--- config.mk ---
export PLATFORM = sky130hd
export DESIGN_NAME = alu_decode_stage
export DESIGN_NICKNAME = d
export VERILOG_FILES = /design/src/rtl/alu_decode_stage.sv
export SDC_FILE = /design/constraint.sdc
export NUM_CORES = 1
export LEC_CHECK = 0
export CAP_MARGIN = 10
export CORE_UTILIZATION = 35
export DETAILED_ROUTE_END_ITERATION = 8
export GPL_TIMING_DRIVEN = 1
export PLACE_DENSITY = 0.72
export SLEW_MARGIN = 30
export SYNTH_ARGS = -nofsm -noshare
export SYNTH_HDL_FRONTEND = slang
export SYNTH_SLANG_ARGS = --single-unit
--- constraint.sdc ---
create_clock -name clk -period 1.95 [get_ports clk]
set_input_delay 0.4875 -clock clk [delete_from_list [all_inputs] [get_ports clk]]
set_output_delay 0.4875 -clock clk [all_outputs]
set_load 0.05 [all_outputs]
--- src/rtl/alu_decode_stage.sv ---
// alu_decode_stage
//   Single-entry pipelined decode stage between fetch and the integer unit.
//   Decodes the RV32I ALU-class opcodes (OP, OP-IMM, LUI) into register
//   addresses, immediate, operand select, ALU op code, write enable and an
//   illegal flag, and holds the result in one output register slot.
//
// Ports
//   clk, rstn          clock; synchronous active-low reset
//   i_flush            drop the held entry (and any instruction offered)
//   i_if_valid/o_if_ready/i_if_instr   fetch-side handshake and instruction
//   o_id_valid/i_ex_ready               execute-side handshake
//   o_id_rs1_addr, o_id_rs2_addr, o_id_rd_addr, o_id_rd_wen
//   o_id_imm, o_id_imm_sel, o_id_op_data, o_id_illegal  decoded fields
module alu_decode_stage #(
    parameter int XLEN = 32
) (
    input  logic            clk,
    input  logic            rstn,
    input  logic            i_flush,
    input  logic            i_if_valid,
    output logic            o_if_ready,
    input  logic [31:0]     i_if_instr,
    output logic            o_id_valid,
    input  logic            i_ex_ready,
    output logic [4:0]      o_id_rs1_addr,
    output logic [4:0]      o_id_rs2_addr,
    output logic [4:0]      o_id_rd_addr,
    output logic            o_id_rd_wen,
    output logic [XLEN-1:0] o_id_imm,
    output logic            o_id_imm_sel,
    output logic [3:0]      o_id_op_data,
    output logic            o_id_illegal
);

    typedef enum logic [3:0] {
        ALU_ADD  = 4'b0000,
        ALU_SUB  = 4'b0001,
        ALU_SLL  = 4'b0010,
        ALU_SLT  = 4'b0011,
        ALU_SLTU = 4'b0100,
        ALU_XOR  = 4'b0101,
        ALU_SRL  = 4'b0110,
        ALU_SRA  = 4'b0111,
        ALU_OR   = 4'b1000,
        ALU_AND  = 4'b1001
    } alu_op_e;

    localparam logic [6:0] OPC_OP     = 7'b0110011;
    localparam logic [6:0] OPC_OP_IMM = 7'b0010011;
    localparam logic [6:0] OPC_LUI    = 7'b0110111;
    localparam logic [6:0] F7_ZERO    = 7'b0000000;
    localparam logic [6:0] F7_ALT     = 7'b0100000;

    // funct3 -> op for the funct7 = 0 encodings, shared by OP and OP-IMM
    function automatic alu_op_e base_op(input logic [2:0] f3);
        alu_op_e op;
        case (f3)
            3'b000:  op = ALU_ADD;
            3'b001:  op = ALU_SLL;
            3'b010:  op = ALU_SLT;
            3'b011:  op = ALU_SLTU;
            3'b100:  op = ALU_XOR;
            3'b101:  op = ALU_SRL;
            3'b110:  op = ALU_OR;
            default: op = ALU_AND;
        endcase
        return op;
    endfunction

    logic [6:0] opcode;
    logic [2:0] funct3;
    logic [6:0] funct7;

    logic [4:0]      dec_rs1, dec_rs2, dec_rd;
    alu_op_e         dec_op;
    logic [XLEN-1:0] dec_imm;
    logic            dec_imm_sel, dec_legal, dec_wen;

    logic            valid_q, valid_d;
    logic [4:0]      rs1_q, rs1_d, rs2_q, rs2_d, rd_q, rd_d;
    logic            rd_wen_q, rd_wen_d;
    logic [XLEN-1:0] imm_q, imm_d;
    logic            imm_sel_q, imm_sel_d;
    logic [3:0]      op_q, op_d;
    logic            illegal_q, illegal_d;

    assign opcode = i_if_instr[6:0];
    assign funct3 = i_if_instr[14:12];
    assign funct7 = i_if_instr[31:25];

    // Combinational decode of the instruction on the fetch port. Anything
    // not recognised falls out as illegal with a neutral Add/no-immediate
    // payload so execute can treat it as an ordinary (harmless) entry.
    always_comb begin
        dec_rs1     = i_if_instr[19:15];
        dec_rs2     = i_if_instr[24:20];
        dec_rd      = i_if_instr[11:7];
        dec_op      = ALU_ADD;
        dec_imm     = '0;
        dec_imm_sel = 1'b0;
        dec_legal   = 1'b0;

        case (opcode)
            OPC_OP: begin
                if (funct7 == F7_ZERO) begin
                    dec_legal = 1'b1;
                    dec_op    = base_op(funct3);
                end else if (funct7 == F7_ALT && funct3 == 3'b000) begin
                    dec_legal = 1'b1;
                    dec_op    = ALU_SUB;
                end else if (funct7 == F7_ALT && funct3 == 3'b101) begin
                    dec_legal = 1'b1;
                    dec_op    = ALU_SRA;
                end
            end
            OPC_OP_IMM: begin
                dec_imm_sel = 1'b1;
                // Shifts carry a 5-bit shamt; the funct7 bits above it are
                // an encoding field and must not reach the immediate.
                if (funct3 == 3'b001 || funct3 == 3'b101) begin
                    dec_imm = XLEN'(i_if_instr[24:20]);
                    if (funct7 == F7_ZERO) begin
                        dec_legal = 1'b1;
                        dec_op    = base_op(funct3);
                    end else if (funct7 == F7_ALT && funct3 == 3'b101) begin
                        dec_legal = 1'b1;
                        dec_op    = ALU_SRA;
                    end
                end else begin
                    dec_legal = 1'b1;
                    dec_op    = base_op(funct3);
                    dec_imm   = XLEN'($signed(i_if_instr[31:20]));
                end
            end
            OPC_LUI: begin
                // x0 + imm through the adder
                dec_legal   = 1'b1;
                dec_rs1     = 5'd0;
                dec_imm_sel = 1'b1;
                dec_imm     = XLEN'($signed({i_if_instr[31:12], 12'b0}));
            end
            default: ;
        endcase

        if (!dec_legal) begin
            dec_op      = ALU_ADD;
            dec_imm     = '0;
            dec_imm_sel = 1'b0;
        end
        dec_wen = dec_legal && (dec_rd != 5'd0);
    end

    // The slot frees up whenever it is empty or being drained this cycle.
    assign o_if_ready = !valid_q || i_ex_ready;

    // Next-state for the output slot: flush beats accept, accept beats drain,
    // otherwise everything holds so execute sees stable fields under stall.
    always_comb begin
        valid_d   = valid_q;
        rs1_d     = rs1_q;
        rs2_d     = rs2_q;
        rd_d      = rd_q;
        rd_wen_d  = rd_wen_q;
        imm_d     = imm_q;
        imm_sel_d = imm_sel_q;
        op_d      = op_q;
        illegal_d = illegal_q;

        if (i_flush) begin
            valid_d = 1'b0;
        end else if (i_if_valid && o_if_ready) begin
            valid_d   = 1'b1;
            rs1_d     = dec_rs1;
            rs2_d     = dec_rs2;
            rd_d      = dec_rd;
            rd_wen_d  = dec_wen;
            imm_d     = dec_imm;
            imm_sel_d = dec_imm_sel;
            op_d      = dec_op;
            illegal_d = !dec_legal;
        end else if (i_ex_ready) begin
            valid_d = 1'b0;
        end
    end

    // Output slot register; reset clears every field, not just valid.
    always_ff @(posedge clk) begin
        if (!rstn) begin
            valid_q   <= 1'b0;
            rs1_q     <= '0;
            rs2_q     <= '0;
            rd_q      <= '0;
            rd_wen_q  <= 1'b0;
            imm_q     <= '0;
            imm_sel_q <= 1'b0;
            op_q      <= '0;
            illegal_q <= 1'b0;
        end else begin
            valid_q   <= valid_d;
            rs1_q     <= rs1_d;
            rs2_q     <= rs2_d;
            rd_q      <= rd_d;
            rd_wen_q  <= rd_wen_d;
            imm_q     <= imm_d;
            imm_sel_q <= imm_sel_d;
            op_q      <= op_d;
            illegal_q <= illegal_d;
        end
    end

    assign o_id_valid    = valid_q;
    assign o_id_rs1_addr = rs1_q;
    assign o_id_rs2_addr = rs2_q;
    assign o_id_rd_addr  = rd_q;
    assign o_id_rd_wen   = rd_wen_q;
    assign o_id_imm      = imm_q;
    assign o_id_imm_sel  = imm_sel_q;
    assign o_id_op_data  = op_q;
    assign o_id_illegal  = illegal_q;

endmodule
After elaboration in Yosys (flattened, before gate mapping)
Cells that the tools add are included.

Div/mod/pow operators: 0. Add/sub/neg operators: 0. Eq/ne operators: 10. Mux-type cells: 22. Shift operators: 0. Magnitude comparators: 0. Reductions and logical operators: 15. Multipliers: 0. Bitwise logic cells: 2.

Operators with widths (count): 32-bit two-way mux (2); 32-bit one-hot mux with 2 select lines (1); 4-bit one-hot mux with 7 select lines (1); 7-bit by 6-bit == test with 1-bit output (second input constant) (3); 4-bit two-way mux (4); 3-bit == test (second input constant) (3); 1-bit two-way mux (9); 4-bit one-hot mux with 2 select lines (1); 7-bit by 5-bit == test with 1-bit output (second input constant) (1); 7-bit logical NOT (1); 3-bit by 2-bit == test with 1-bit output (second input constant) (2); 3-bit two-way mux (2); 5-bit two-way mux (1); 5-bit nonzero test (1); 1-bit logical AND (4); 2-bit OR reduction (2); 3-bit by 1-bit == test with 1-bit output (second input constant) (1); 3-bit logical NOT (1); 1-bit one-hot mux with 3 select lines (1); 1-bit logical NOT (2); 1-bit logical OR (2); 1-bit inverter (2); 2-bit AND reduction (1); 2-bit nonzero test (1).

Memory bits (writable): 0. Memories: 0. Bits in registers: 55. Bits in latches: 0. Bits in read-only memories: 0. Logic and storage cells: 58. Input port bits: 37. Output and inout bits: 56.

Logic depth before layout (Yosys ltp)
Depth after elaboration: 7. Mapped depth: 7. Depth with buffers taken out: 5.

Least setup slack after synthesis
No wires, ideal clock.

Kind: register to register. Start: register valid_q (netlist: o_id_valid). End: register imm_q[5] (netlist: o_id_imm[5]). Clock period less this slack: 2.188 ns. Cell stages (with the launch flop): 6. Buffers on the path: 1. Library setup time: 0.059 ns. Data required time: 1.891 ns. Setup slack: -0.238 ns. Arrival: 2.129 ns. Cells stage by stage: dfxtp_1 -> nand2b_1 -> and2_1 -> clkbuf_1 -> nor2_1 -> a22o_2.

Word-level cells in the longest chain between the ends: 4.

RTL lines: start, declared (RTL line 79) `logic valid_q, valid_d;`; start signal, assigned (RTL line 199) `valid_q <= valid_d;`; 1-bit logical NOT (RTL line 154) `assign o_if_ready = !valid_q || i_ex_ready;`; 1-bit logical OR (RTL line 154); named net o_if_ready (RTL line 21) `output logic o_if_ready,`; 1-bit logical AND (RTL line 171) `end else if (i_if_valid && o_if_ready) begin`; 2-bit AND reduction (no line); end signal, assigned (RTL line 204) `imm_q <= imm_d;`; end, declared (RTL line 82) `logic [XLEN-1:0] imm_q, imm_d;`.

The timed path passes the listed nets, and every way through them passes these cells. A chain may end at the register's enable or synchronous reset.

Worst setup path after layout
Start: input port i_if_instr[25]. End: register op_q[3] (netlist: o_id_op_data[3]).

Word-level cells in the longest chain between the ends: 7. Elaborated cells between the ends (all ways): 15. Those cells by class: eq/ne (1); mux (11); reduce/logical (3).

RTL lines: start, declared (RTL line 22) `input logic [31:0] i_if_instr,`; 7-bit by 6-bit == test with 1-bit output (RTL line 108, 111, 125); 1-bit logical AND (RTL line 111, 125); 1-bit two-way mux (RTL line 111, 125); 1-bit two-way mux (on tied branches) (RTL line 122, 108); 1-bit two-way mux (on tied branches) (RTL line 120, 105); 1-bit one-hot mux with 3 select lines (RTL line 103) `case (opcode)`; 4-bit two-way mux * (RTL line 145) `if (!dec_legal) begin`; end signal, assigned (RTL line 206) `op_q <= op_d;`; end, declared (RTL line 84) `logic [3:0] op_q, op_d;`.

Mark *: on every way between the ends. The rest lies on a longest branch, timed or not.

==> results.txt <==
die height = 83.0 um
CTS sink count = 55
Seq cells post-synth = 55
RePlAce Congestion = 0.832
status = completed
fin. max-slew vios = 0
CP startpoint kind = input pin
initial antenna violation count = 0
Max Cap Viol = 0
crit path kind = input pin to flip-flop
CTS buffer count = 5
Main synth FF type = dfxtp_1
vias in the first global route = 2,331
post-synthesis sequential area ratio = 0.480
gr busiest metal = met2
period utilisation layout = 0.971
GRT met2 Usage = 0.339
area of the die = 0.00688 mm2
synth unique cells = 45
Max Fclk = 528 MHz
routed via count = 2,424
CP Capture Type = flip-flop
r2r endpoint = o_id_imm[6]$_SDFFE_PN0P_
total track usage = 0.200
reg2reg start = o_id_valid$_SDFFE_PP0P_
initial core utilization = 0.361
setup slack, reg-to-reg = 0.47 ns
PwrDens = 621 mW/mm2
first-pass GRT wire length = 11,200 um
Hold WC Path Type = flip-flop to flip-flop
syn nets = 298
total wire length = 6990 um
TritonCTS clock tree = built
min cycle time layout = 1.89 ns
YS warnings = 0
Worst Max-Slew Pin Slew = 0.668 ns
DR vias/cell = 5.14
Critical Path Start = i_if_instr[25]
initial DRC count = 87
DRC = 0
Worst Path Required = 2.20 ns
n_diodes = 0
maximum VDD drop = 424 uV
Synth Instances = 261
WL/cell = 14.8 um
design area = 0.00368 mm2
critical path arrival = 2.15 ns
largest area contributor in the netlist = dfxtp_1
Post-synth EDFFs = 0
RSZ-0062 raised after global routing = no
Detail Placement HPWL = 5070 um
Placeable Area = 0.00635 mm2
grt ovf = 0
Post-synth ARST share = 0
largest net degree at the start of global routing = 38
Area growth, synth to finish = 60.5%
Tot Pwr = 2.29 mW
met3 usage = 0.0636
IO Count = 93
PortBufs = 92
CP max FO = 3
# hold bufs at CTS = 0
clk buf depth = 2
root buffer cell = clkbuf_8
ranking of synthesized cells by area = dfxtp_1 (48%), a21oi_1 (7.4%), nand2_1 (5.4%)
final hold violation count = 0
Clock Latency Late Sink = 0.31 ns
Syn Std Cell Area = 0.00229 mm2
Synth top area share = 0.480
Nets = 431
DRT Pass-1 Iters = 4
proportion of layout cells with a drive suffix above 1 = 0.334
Die Wd = 83.0 um
antenna-violating nets left = 0
DP Area = 0.00347 mm2
final clock skew = 0.00923 ns
# fillers = 590
clock slew at reported path FFs = 0.11 ns
met1 usage = 0.249
R2R cell count = 4
crit path capture = o_id_op_data[3]$_SDFFE_PN0P_
H-tree Lvls = 2
Pleak = 1.68 nW
Worst slew margin = 0.553
FP Rows = 29
Syn Area/Cell = 8.79 um2
# setup viols final = 0
==> cell usage in the layout (no fill, tap or decap), drive strengths merged, types with 2 or more instances in the layout <==
master	instances
or4	3
clkdlybuf4s15	2
nand3	11
nor4	5
clkdlybuf4s50	25
nor3	6
nand2	35
dlygate4sd2	10
dfxtp	55
and2	6
clkbuf	5
nor2	8
nor2b	5
a2bb2oi	5
a32o	4
a211oi	2
inv	5
o21ai	28
dlymetal6s2s	5
a22o	7
a21oi	34
and3	12
buf	101
a31oi	2
==> synthesized netlist by cell type, types with 2 or more instances <==
cell type,number
a21oi_1,34
a22o_1,6
a2bb2oi_1,5
a31oi_1,2
a32o_1,4
and2_1,5
and3_1,11
buf_6,2
clkbuf_1,14
dfxtp_1,55
inv_1,4
nand2_1,33
nand3_1,11
nor2_1,8
nor2b_1,5
nor3_1,5
nor4_1,2
nor4_2,2
o21ai_0,14
o21ai_1,13
or4_4,2
==> flip-flops by register name, summed over array words and instances, names as in the netlist <==
| signal | count |
|---|---|
| o_id_op_data | 4 |
| o_id_valid | 1 |
| o_id_imm | 32 |
| o_id_imm_sel | 1 |
| o_id_rs2_addr | 5 |
| o_id_illegal | 1 |
| o_id_rd_wen | 1 |
| o_id_rs1_addr | 5 |
| o_id_rd_addr | 5 |
==> kinds of logic (layout without fill, tap and decap cells) <==
| family | after synthesis | after routing | synth area share |
|---|---|---|---|
| compound gates | 88 | 88 | 0.237 |
| buf+inv | 22 | 155 | 0.0486 |
| flops | 55 | 55 | 0.480 |
| simple gates | 96 | 97 | 0.235 |
==> power by group <==
| group | switching [mW] | total [mW] | internal [mW] | leakage (nW) |
|---|---|---|---|---|
| clock | 0.385 | 0.772 | 0.387 | 0.0548 |
| sequential | 0.00982 | 1.15 | 1.14 | 0.446 |
| combinational | 0.203 | 0.364 | 0.160 | 1.18 |
==> metrics by stage <==
step / hold slack (ns) / setup slack, ns / instances / TNS, ns / utilization
2_1_floorplan: 0.553 / 0.0606 / 261 / 0 / -
3_3_place_gp: 0.437 / -0.427 / 458 / -14.70 / 0.546
3_5_place_dp: 0.448 / -0.429 / 458 / -14.91 / 0.546
4_1_cts: 0.464 / 0.00604 / 467 / 0 / 0.568
5_1_grt: 0.473 / 0.00282 / 472 / 0 / 0.580
6_report: 0.463 / 0.0567 / 472 / 0 / 0.580
==> routing by layer <==
layer,vias to the layer above,share of wire
li1,1208,-
met1,1140,0.44
met2,72,0.50
met3,4,0.057
met4,0,0.0059
met5,-,0
==> worst max-delay path: stages <==
cell and delay (ns):
clkdlybuf4s15_1 0.18, or4_4 0.57, nor4_4 0.32, buf_4 0.17
nor2b_1 0.04, nor3_1 0.20, a32o_2 0.19
==> repair_timing <==
item / CTS / global route
buffers inserted: 1 / 3
endpoints found under the setup margin: 28 / 31
pin swaps: 10 / 8
gates resized for setup: 18 / 17
gates cloned: 0 / 2
==> final cells by class <==
type,instances,area (um2),area share
Multi-Input combinational cell,185,1150,0.313
Timing Repair Buffer,143,1200,0.326
Sequential cell,55,1100,0.299
Tap cell,77,96.3,0.0262
Inverter,4,15.0,0.00408
Clock buffer,5,68.8,0.0187
Clock inverter,3,46.3,0.0126
==> how the worst min path moves through the flow <==
| stage | cells past startpoint | endpoint | start |
|---|---|---|---|
| floorplan | 1 | o_id_valid$_SDFFE_PP0P_ | i_flush |
| global placement | 2 | o_id_imm[11]$_SDFFE_PN0P_ | o_id_imm[11]$_SDFFE_PN0P_ |
| detailed placement | 2 | o_id_rd_addr[3]$_SDFFE_PN0P_ | o_id_rd_addr[3]$_SDFFE_PN0P_ |
| CTS | 2 | o_id_rd_addr[3]$_SDFFE_PN0P_ | o_id_rd_addr[3]$_SDFFE_PN0P_ |
| global route | 2 | o_id_rs2_addr[4]$_SDFFE_PN0P_ | o_id_rs2_addr[4]$_SDFFE_PN0P_ |
| finish | 2 | o_id_rd_addr[3]$_SDFFE_PN0P_ | o_id_rd_addr[3]$_SDFFE_PN0P_ |
Note: power is estimated with default switching activity, not from simulation.
